File: src/rtl/operand_fetch_unit.sv
// operand_fetch_unit
//
// Read-side stage between decode and ALU/LSU. It accepts a decoded
// instruction and reads rs1/rs2 through the register-file read ports. An
// 8-entry scoreboard of outstanding writes makes the stage stall on RAW and
// WAW hazards. Operands go to execute through a valid/ready pipeline
// register. The writeback bus (wb_iswb, wb_rd, wb_result) feeds back into the
// stage to clear scoreboard bits.
//
// Build option:
//   FWD_BYPASS_EN  When defined, a writeback in the same cycle is forwarded
//                  to the operands, and a register being written this cycle
//                  is not treated as busy. When undefined, operands always
//                  come from rf_rdata*. A dependent instruction is then
//                  accepted one cycle after its producer's writeback.
//
// Ports:
//   clk, rst                 clock; asynchronous active-high reset
//   in_valid/in_ready        decode-side handshake
//   in_rs1/in_rs2/in_rd      source and destination register indices
//   in_iswb/in_isld          writes-back flag; load flag (passed through)
//   rf_raddr1/rf_raddr2      register-file read addresses (= in_rs1/in_rs2)
//   rf_rdata1/rf_rdata2      register-file read data (pre-write values)
//   wb_iswb/wb_rd/wb_result  writeback bus
//   out_valid/out_ready      execute-side handshake
//   out_op1/out_op2          captured operands
//   out_rd/out_iswb/out_isld destination and flags passed through
//   stall_cnt                saturating count of cycles with in_valid & ~in_ready

module operand_fetch_unit #(
  parameter int unsigned DATA_W = 16,
  parameter int unsigned NREG   = 8,
  parameter int unsigned AW     = 3
) (
  input  logic              clk,
  input  logic              rst,

  input  logic              in_valid,
  output logic              in_ready,
  input  logic [AW-1:0]     in_rs1,
  input  logic [AW-1:0]     in_rs2,
  input  logic [AW-1:0]     in_rd,
  input  logic              in_iswb,
  input  logic              in_isld,

  output logic [AW-1:0]     rf_raddr1,
  output logic [AW-1:0]     rf_raddr2,
  input  logic [DATA_W-1:0] rf_rdata1,
  input  logic [DATA_W-1:0] rf_rdata2,

  input  logic              wb_iswb,
  input  logic [AW-1:0]     wb_rd,
  input  logic [DATA_W-1:0] wb_result,

  output logic              out_valid,
  input  logic              out_ready,
  output logic [DATA_W-1:0] out_op1,
  output logic [DATA_W-1:0] out_op2,
  output logic [AW-1:0]     out_rd,
  output logic              out_iswb,
  output logic              out_isld,

  output logic [15:0]       stall_cnt
);

  // One bit per architectural register: a write to it is still in flight.
  logic [NREG-1:0]   pending_q;
  logic [NREG-1:0]   pending_d;

  logic              busy_rs1;
  logic              busy_rs2;
  logic              busy_rd;
  logic              hazard;
  logic              accept;
  logic              stalled;
  logic [DATA_W-1:0] op1_sel;
  logic [DATA_W-1:0] op2_sel;

  // Read addresses come straight from decode so the register file can
  // return data in the same cycle.
  assign rf_raddr1 = in_rs1;
  assign rf_raddr2 = in_rs2;

`ifdef FWD_BYPASS_EN
  logic wb_hit_rs1;
  logic wb_hit_rs2;
  logic wb_hit_rd;

  assign wb_hit_rs1 = wb_iswb & (wb_rd == in_rs1);
  assign wb_hit_rs2 = wb_iswb & (wb_rd == in_rs2);
  assign wb_hit_rd  = wb_iswb & (wb_rd == in_rd);

  // A register that retires this cycle is not busy. Its value is taken
  // from the writeback bus because rf_rdata still holds the old contents.
  assign busy_rs1 = pending_q[in_rs1] & ~wb_hit_rs1;
  assign busy_rs2 = pending_q[in_rs2] & ~wb_hit_rs2;
  assign busy_rd  = pending_q[in_rd]  & ~wb_hit_rd;

  assign op1_sel = wb_hit_rs1 ? wb_result : rf_rdata1;
  assign op2_sel = wb_hit_rs2 ? wb_result : rf_rdata2;
`else
  // Without the bypass the writeback data path is not used. The reduction
  // keeps the port visibly consumed.
  logic unused_wb_result;
  assign unused_wb_result = ^wb_result;

  assign busy_rs1 = pending_q[in_rs1];
  assign busy_rs2 = pending_q[in_rs2];
  assign busy_rd  = pending_q[in_rd];

  assign op1_sel = rf_rdata1;
  assign op2_sel = rf_rdata2;
`endif

  // The rd term is the WAW stall. It keeps at most one outstanding write
  // per register, so a single pending bit is enough to track it.
  assign hazard   = in_valid & (busy_rs1 | busy_rs2 | (in_iswb & busy_rd));
  assign in_ready = (~out_valid | out_ready) & ~hazard;
  assign accept   = in_valid & in_ready;
  assign stalled  = in_valid & ~in_ready;

  // The clear is applied first so that a set to the same index on the same
  // edge wins. The new producer must stay tracked.
  always_comb begin
    pending_d = pending_q;
    if (wb_iswb) begin
      pending_d[wb_rd] = 1'b0;
    end
    if (accept && in_iswb) begin
      pending_d[in_rd] = 1'b1;
    end
  end

  always_ff @(posedge clk or posedge rst) begin
    if (rst) begin
      pending_q <= '0;
    end else begin
      pending_q <= pending_d;
    end
  end

  // Output pipeline register. It loads only on accept, so the payload holds
  // stable while execute back-pressures.
  always_ff @(posedge clk or posedge rst) begin
    if (rst) begin
      out_valid <= 1'b0;
      out_op1   <= '0;
      out_op2   <= '0;
      out_rd    <= '0;
      out_iswb  <= 1'b0;
      out_isld  <= 1'b0;
    end else if (accept) begin
      out_valid <= 1'b1;
      out_op1   <= op1_sel;
      out_op2   <= op2_sel;
      out_rd    <= in_rd;
      out_iswb  <= in_iswb;
      out_isld  <= in_isld;
    end else if (out_ready) begin
      out_valid <= 1'b0;
    end
  end

  always_ff @(posedge clk or posedge rst) begin
    if (rst) begin
      stall_cnt <= '0;
    end else if (stalled && (stall_cnt != 16'hFFFF)) begin
      stall_cnt <= stall_cnt + 16'd1;
    end
  end

endmodule

File: config.mk
export PLATFORM = sky130hd
export DESIGN_NAME = operand_fetch_unit
export DESIGN_NICKNAME = d
export VERILOG_FILES = /design/src/rtl/operand_fetch_unit.sv
export SDC_FILE = /design/constraint.sdc
export NUM_CORES = 1
export LEC_CHECK = 0
export CAP_MARGIN = 20
export CORE_AREA = 2 2 77 108
export DETAILED_ROUTE_END_ITERATION = 12
export DIE_AREA = 0 0 79 110
export PLACE_DENSITY = 0.74
export SLEW_MARGIN = 20
export SYNTH_ARGS = -nofsm -noshare
export SYNTH_HDL_FRONTEND = slang
export SYNTH_SLANG_ARGS = --single-unit
File: constraint.sdc
create_clock -name clk -period 2.4 [get_ports clk]
set_input_delay 0.36 -clock clk [delete_from_list [all_inputs] [get_ports clk]]
set_output_delay 0.36 -clock clk [all_outputs]
set_load 0.05 [all_outputs]
# Word level (Yosys, flattened, before mapping)
# Cells that the tools add are included.
[totals]
regBits = 62
in_bits = 67
output_inout_bits = 61
wordCells = 49
[op_classes]
addsub = 1
magnitude_cmp = 6
n_eq_ne = 1
mux = 14
n_bitwise = 14
reduce_logical = 5
[op_table]
columns = ["op", "n"]
rows = [
  ["16-bit by 1-bit adder with 16-bit output, second input constant", 1],
  ["3-bit by 4-bit less-than comparator with 1-bit output, second input constant", 4],
  ["8-bit two-way mux", 2],
  ["16-bit inequality test, second input constant", 1],
  ["1-bit binary-select mux with 3-bit select", 3],
  ["8-bit AND", 1],
  ["8-bit NOT", 1],
  ["8-bit OR", 1],
  ["1-bit two-way mux", 7],
  ["1-bit demux with 3-bit select", 2],
  ["3-bit by 1-bit greater-or-equal comparator with 1-bit output, second input constant", 2],
  ["1-bit AND", 5],
  ["1-bit logical AND", 4],
  ["1-bit NOT", 3],
  ["1-bit OR", 3],
  ["2-bit nonzero test", 1],
]

# Depth between registers and ports, before layout
[depth]
ltp_word = 10
ltp_mapped = 8
ltp_nobuf = 6

# Least setup slack after synthesis
# Ideal clock, no wire load.
[synth_path]
path_type = "reg2out"
startpoint = "reg pending_q[7]"
endpoint = "out in_ready"
t_arrival_ns = 2.596
required_time_ns = 2.040
setup_slack_ns = -0.556
path_stages_with_launch = 6
n_path_buf = 0
path_cell_list = "dfrtp_1 -> mux4_2 -> mux2_2 -> a211oi_4 -> nand2_1 -> a21boi_0"
[synth_between]
elab_chain_cells = 7
elab_cells_between_ends = 12
classes_between = "mux (6); bitwise (6)"
[synth_lines]
columns = ["item", "line", "rtl"]
rows = [
  ["start: declaration", "67", "logic [NREG-1:0] pending_q;"],
  ["start signal: assignment", "138", "pending_q <= pending_d;"],
  ["1-bit binary-select mux with 3-bit select (on tied branches)", "107, 108, 109", ""],
  ["1-bit two-way mux (on tied branches)", "107, 108, 109", ""],
  ["1-bit OR / 1-bit AND (equally long branches)", "117", "assign hazard = in_valid & (busy_rs1 | busy_rs2 | (in_iswb & busy_rd));"],
  ["1-bit OR (*)", "117", ""],
  ["1-bit AND (*)", "117", ""],
  ["1-bit NOT (*)", "118", "assign in_ready = (~out_valid | out_ready) & ~hazard;"],
  ["1-bit AND (*)", "118", ""],
  ["end: declaration", "39", "output logic in_ready,"],
]
# Every way passes the cells marked *; elsewhere a longest branch is shown, timed or not. The select of a mux whose other input is x is not followed.

# Final worst setup path
[layout_path]
startpoint = "reg pending_q[6]"
endpoint = "out in_ready"
# The elaborated chain is that of the path after synthesis.

==> results by group <==
Outcome
  – Failing checks: negative setup slack
  – Outcome: finished with violations

STA
  – Crit share post-route: 105%
  – RSZ-0062 raised after global routing: yes
  – Fmax: 0.396 GHz
  – Fin. Hold Viols: 0
  – Final min period: 2.52 ns
  – Final Worst Setup Slack: -0.125 ns
  – Setup_tns: -0.125 ns
  – Final Skew: 0.0110 ns
  – Endpoints failing setup: 1
  – Slew @ Worst Pin: 0.525 ns
  – Relative slew slack: 64.9%
  – Pins Over Slew Limit: 0

Placed design
  – HPWL after DPL: 5.19 mm
  – DP Cell Count: 432
  – Gp weighted congestion: 0.914
  – IO Port Bufs: 111
  – Placed instance area: 0.00415 mm^2

Detailed routing
  – Top sig layer: met4
  – 1st-iter DRT viols: 77
  – Met2 wire len: 3.89 mm
  – Drt drc: 0
  – DR WL/cell: 15.3 um
  – Via-to-Cell Ratio: 5.01
  – DRT antenna net count: 0
  – Final wirelength: 7.00 mm
  – Metal-1 WL: 2.63 mm
  – TritonRoute pass-1 iters: 4
  – Via count: 2296
  – WL met3: 413 um

Yosys
  – Seq/Total Area, Yosys: 54.2%
  – Warnings from Yosys: 0
  – Primary FF master, synth: dfrtp_1
  – Mapped Cells: 220
  – Post-synth net total: 288
  – Post-synth EDFFs: 0
  – Seq cells post-synth: 62
  – Post-synth cell types: 33
  – Post-synth design cell area: 0.00286 mm^2
  – FFs w/ async S/R, synth: 100%
  – Avg Cell Area, Syn: 13.0 um^2

Floorplan
  – Die Area: 0.00869 mm^2
  – I/O Pins: 128
  – Area of the core: 0.00770 mm^2
  – FP Rows: 38
  – Die height: 110 um
  – Starting Density: 37.2%
  – Die extent in x: 79 um

Layout
  – Antenna cells: 0
  – Fillcell total: 706
  – Seq. cell area: 0.00155 mm^2
  – Most common cell after layout, fill and taps aside: clkdlybuf4s50_1
  – Area grow syn2layout: 54.9%
  – Non-filler instance count after layout: 458
  – Most frequent cells in the layout: clkdlybuf4s50_1, dfrtp_1, mux2_1
  – Fraction of layout cells with a size suffix above 1: 19.0%
  – Nets@finish: 421
  – Area of the multi-input gates: 0.00122 mm^2
  – Post-route design area: 0.00443 mm^2

Setup path
  – CP Data Arrival Time: 2.16 ns
  – CP endpoint kind: primary output
  – Bufs and invs on worst path: 1
  – Slowest CP cell: mux4_2
  – CP delay by family, top: multiplexers
  – Crit path max fanout: 2
  – CP startpoint kind: flip-flop
  – CP Cell Sequence: mux4_2, mux2_4, a211oi_4, nand2_1, a21boi_2, buf_12
  – Worst path max stage delay: 0.46 ns
  – CP required: 2.04 ns
  – Setup CP Type: flip-flop to primary output

CTS
  – Clock Latency Late Sink: 0.34 ns
  – CTS Root Cell: clkbuf_8
  – Longest Clk Path Bufs: 2
  – Clk slew on worst S/H paths: 0.07 ns
  – CTS H-tree lvls: 3
  – Clock Sinks: 62
  – CTS tree: built
  – CTS Buf Count: 9

Pwr
  – Max VDD drop: 0.000803 V
  – Leakage: 1.86 nW
  – Power Dens Cells: 1340 mW/mm^2
  – Total power: 5.93 mW

Global route
  – Total GRT Usage: 17.0%
  – First-pass GRT wire length: 11.2 mm
  – Number of global-route vias before repair: 2353
  – Initial antenna violation count: 0
  – Largest net degree at the start of global routing: 63
  – Grt ovf: 0

Flow run
  – Max Cap Violations: 0

Min path
  – Hold WC Path Type: input pin to async pin
## state kept, by name, indices dropped and copies added (netlist names)
name / cells
out_isld: 1
out_op2: 16
out_iswb: 1
out_valid: 1
out_op1: 16
stall_cnt: 16
pending_q: 8
out_rd: 3
## worst paths after layout
check                             start      endpoint  slack (ns)  cells after the start
setup / recovery           pending_q[6]      in_ready       -0.12                      6
hold / removal                      rst    out_op2[5]        0.42                      3
setup reg to reg           pending_q[6]  pending_q[6]        0.05                      8
hold reg to reg               out_rd[1]     out_rd[1]        0.49                      2
max in group asynchronous           rst    out_op1[1]        1.70                      3
min in group clk              out_rd[1]     out_rd[1]        0.49                      2
## routing by layer
metal	global-route usage, %	up-vias
met5	0	-
met4	6.28	0
met3	5.86	8
met2	30.8	81
met1	18.3	1144
li1	-	1063
## logic make-up after synthesis
family | Yosys count | synth area share (%)
XOR/XNOR | 14 | 4.28
multiplexers | 46 | 19.5
AND/OR/NAND/NOR | 55 | 10.8
adder cells (fa/ha/maj) | 1 | 0.437
buffers and inverters | 17 | 3.28
flip-flops | 62 | 54.2
AO/OA/AOI/OAI | 25 | 7.47
## worst register-to-register path, delay by kind of cell (launching register included)
kind,cells,cell delay (ns)
and+or+nand+nor,1,0.14
buffers and inverters,3,0.50
AOI/OAI and AO/OA,2,0.48
DFF,1,0.39
muxes,2,0.75
## per-stage QoR
step	setup WS [ns]	utilization [%]	hold WS, ns
after floorplan	0.0767	-	0.492
after global placement	-0.433	53.9	0.467
after detailed placement	-0.491	53.9	0.480
after CTS	-0.149	57.4	0.421
after global routing	-0.241	57.6	0.433
final	-0.125	57.6	0.416
## repair_timing
| item | 4_1_cts | 5_1_grt |
|---|---|---|
| buffers inserted | 9 | 1 |
| pin swaps | 2 | 0 |
| setup endpoints to repair | 46 | 17 |
| gates resized for setup | 4 | 4 |
| hold buffers | 0 | 0 |
## power breakdown
part           total, mW  internal [mW]  switching [mW]
logic               3.32           1.29            2.03
clock network      0.909          0.480           0.429
registers           1.71           1.46           0.246
total               5.93           3.23            2.70
## synthesized netlist by cell type (5+ instances only)
| master | n | area (um^2) |
|---|---|---|
| buf_2 | 6 | 30.0 |
| buf_4 | 6 | 45.0 |
| dfrtp_1 | 62 | 1550 |
| mux2_1 | 31 | 349 |
| mux2_2 | 8 | 90.1 |
| nand2_1 | 14 | 52.6 |
| nand2b_1 | 9 | 56.3 |
| nand3_1 | 7 | 35.0 |
| nand4_1 | 9 | 56.3 |
| nor2_1 | 5 | 18.8 |
| o21ai_0 | 10 | 50.1 |
| o31ai_1 | 5 | 37.5 |
| xnor2_1 | 13 | 114 |
## layout make-up
class | instances | area share (%)
Timing Repair Buffer | 136 | 29.8
Tap cell | 100 | 2.82
Clock inverter | 7 | 1.69
Multi-Input combinational cell | 141 | 27.6
Sequential cell | 62 | 35.0
Inverter | 3 | 0.254
Clock buffer | 9 | 2.79
Note: power is estimated with default switching activity, not from simulation.
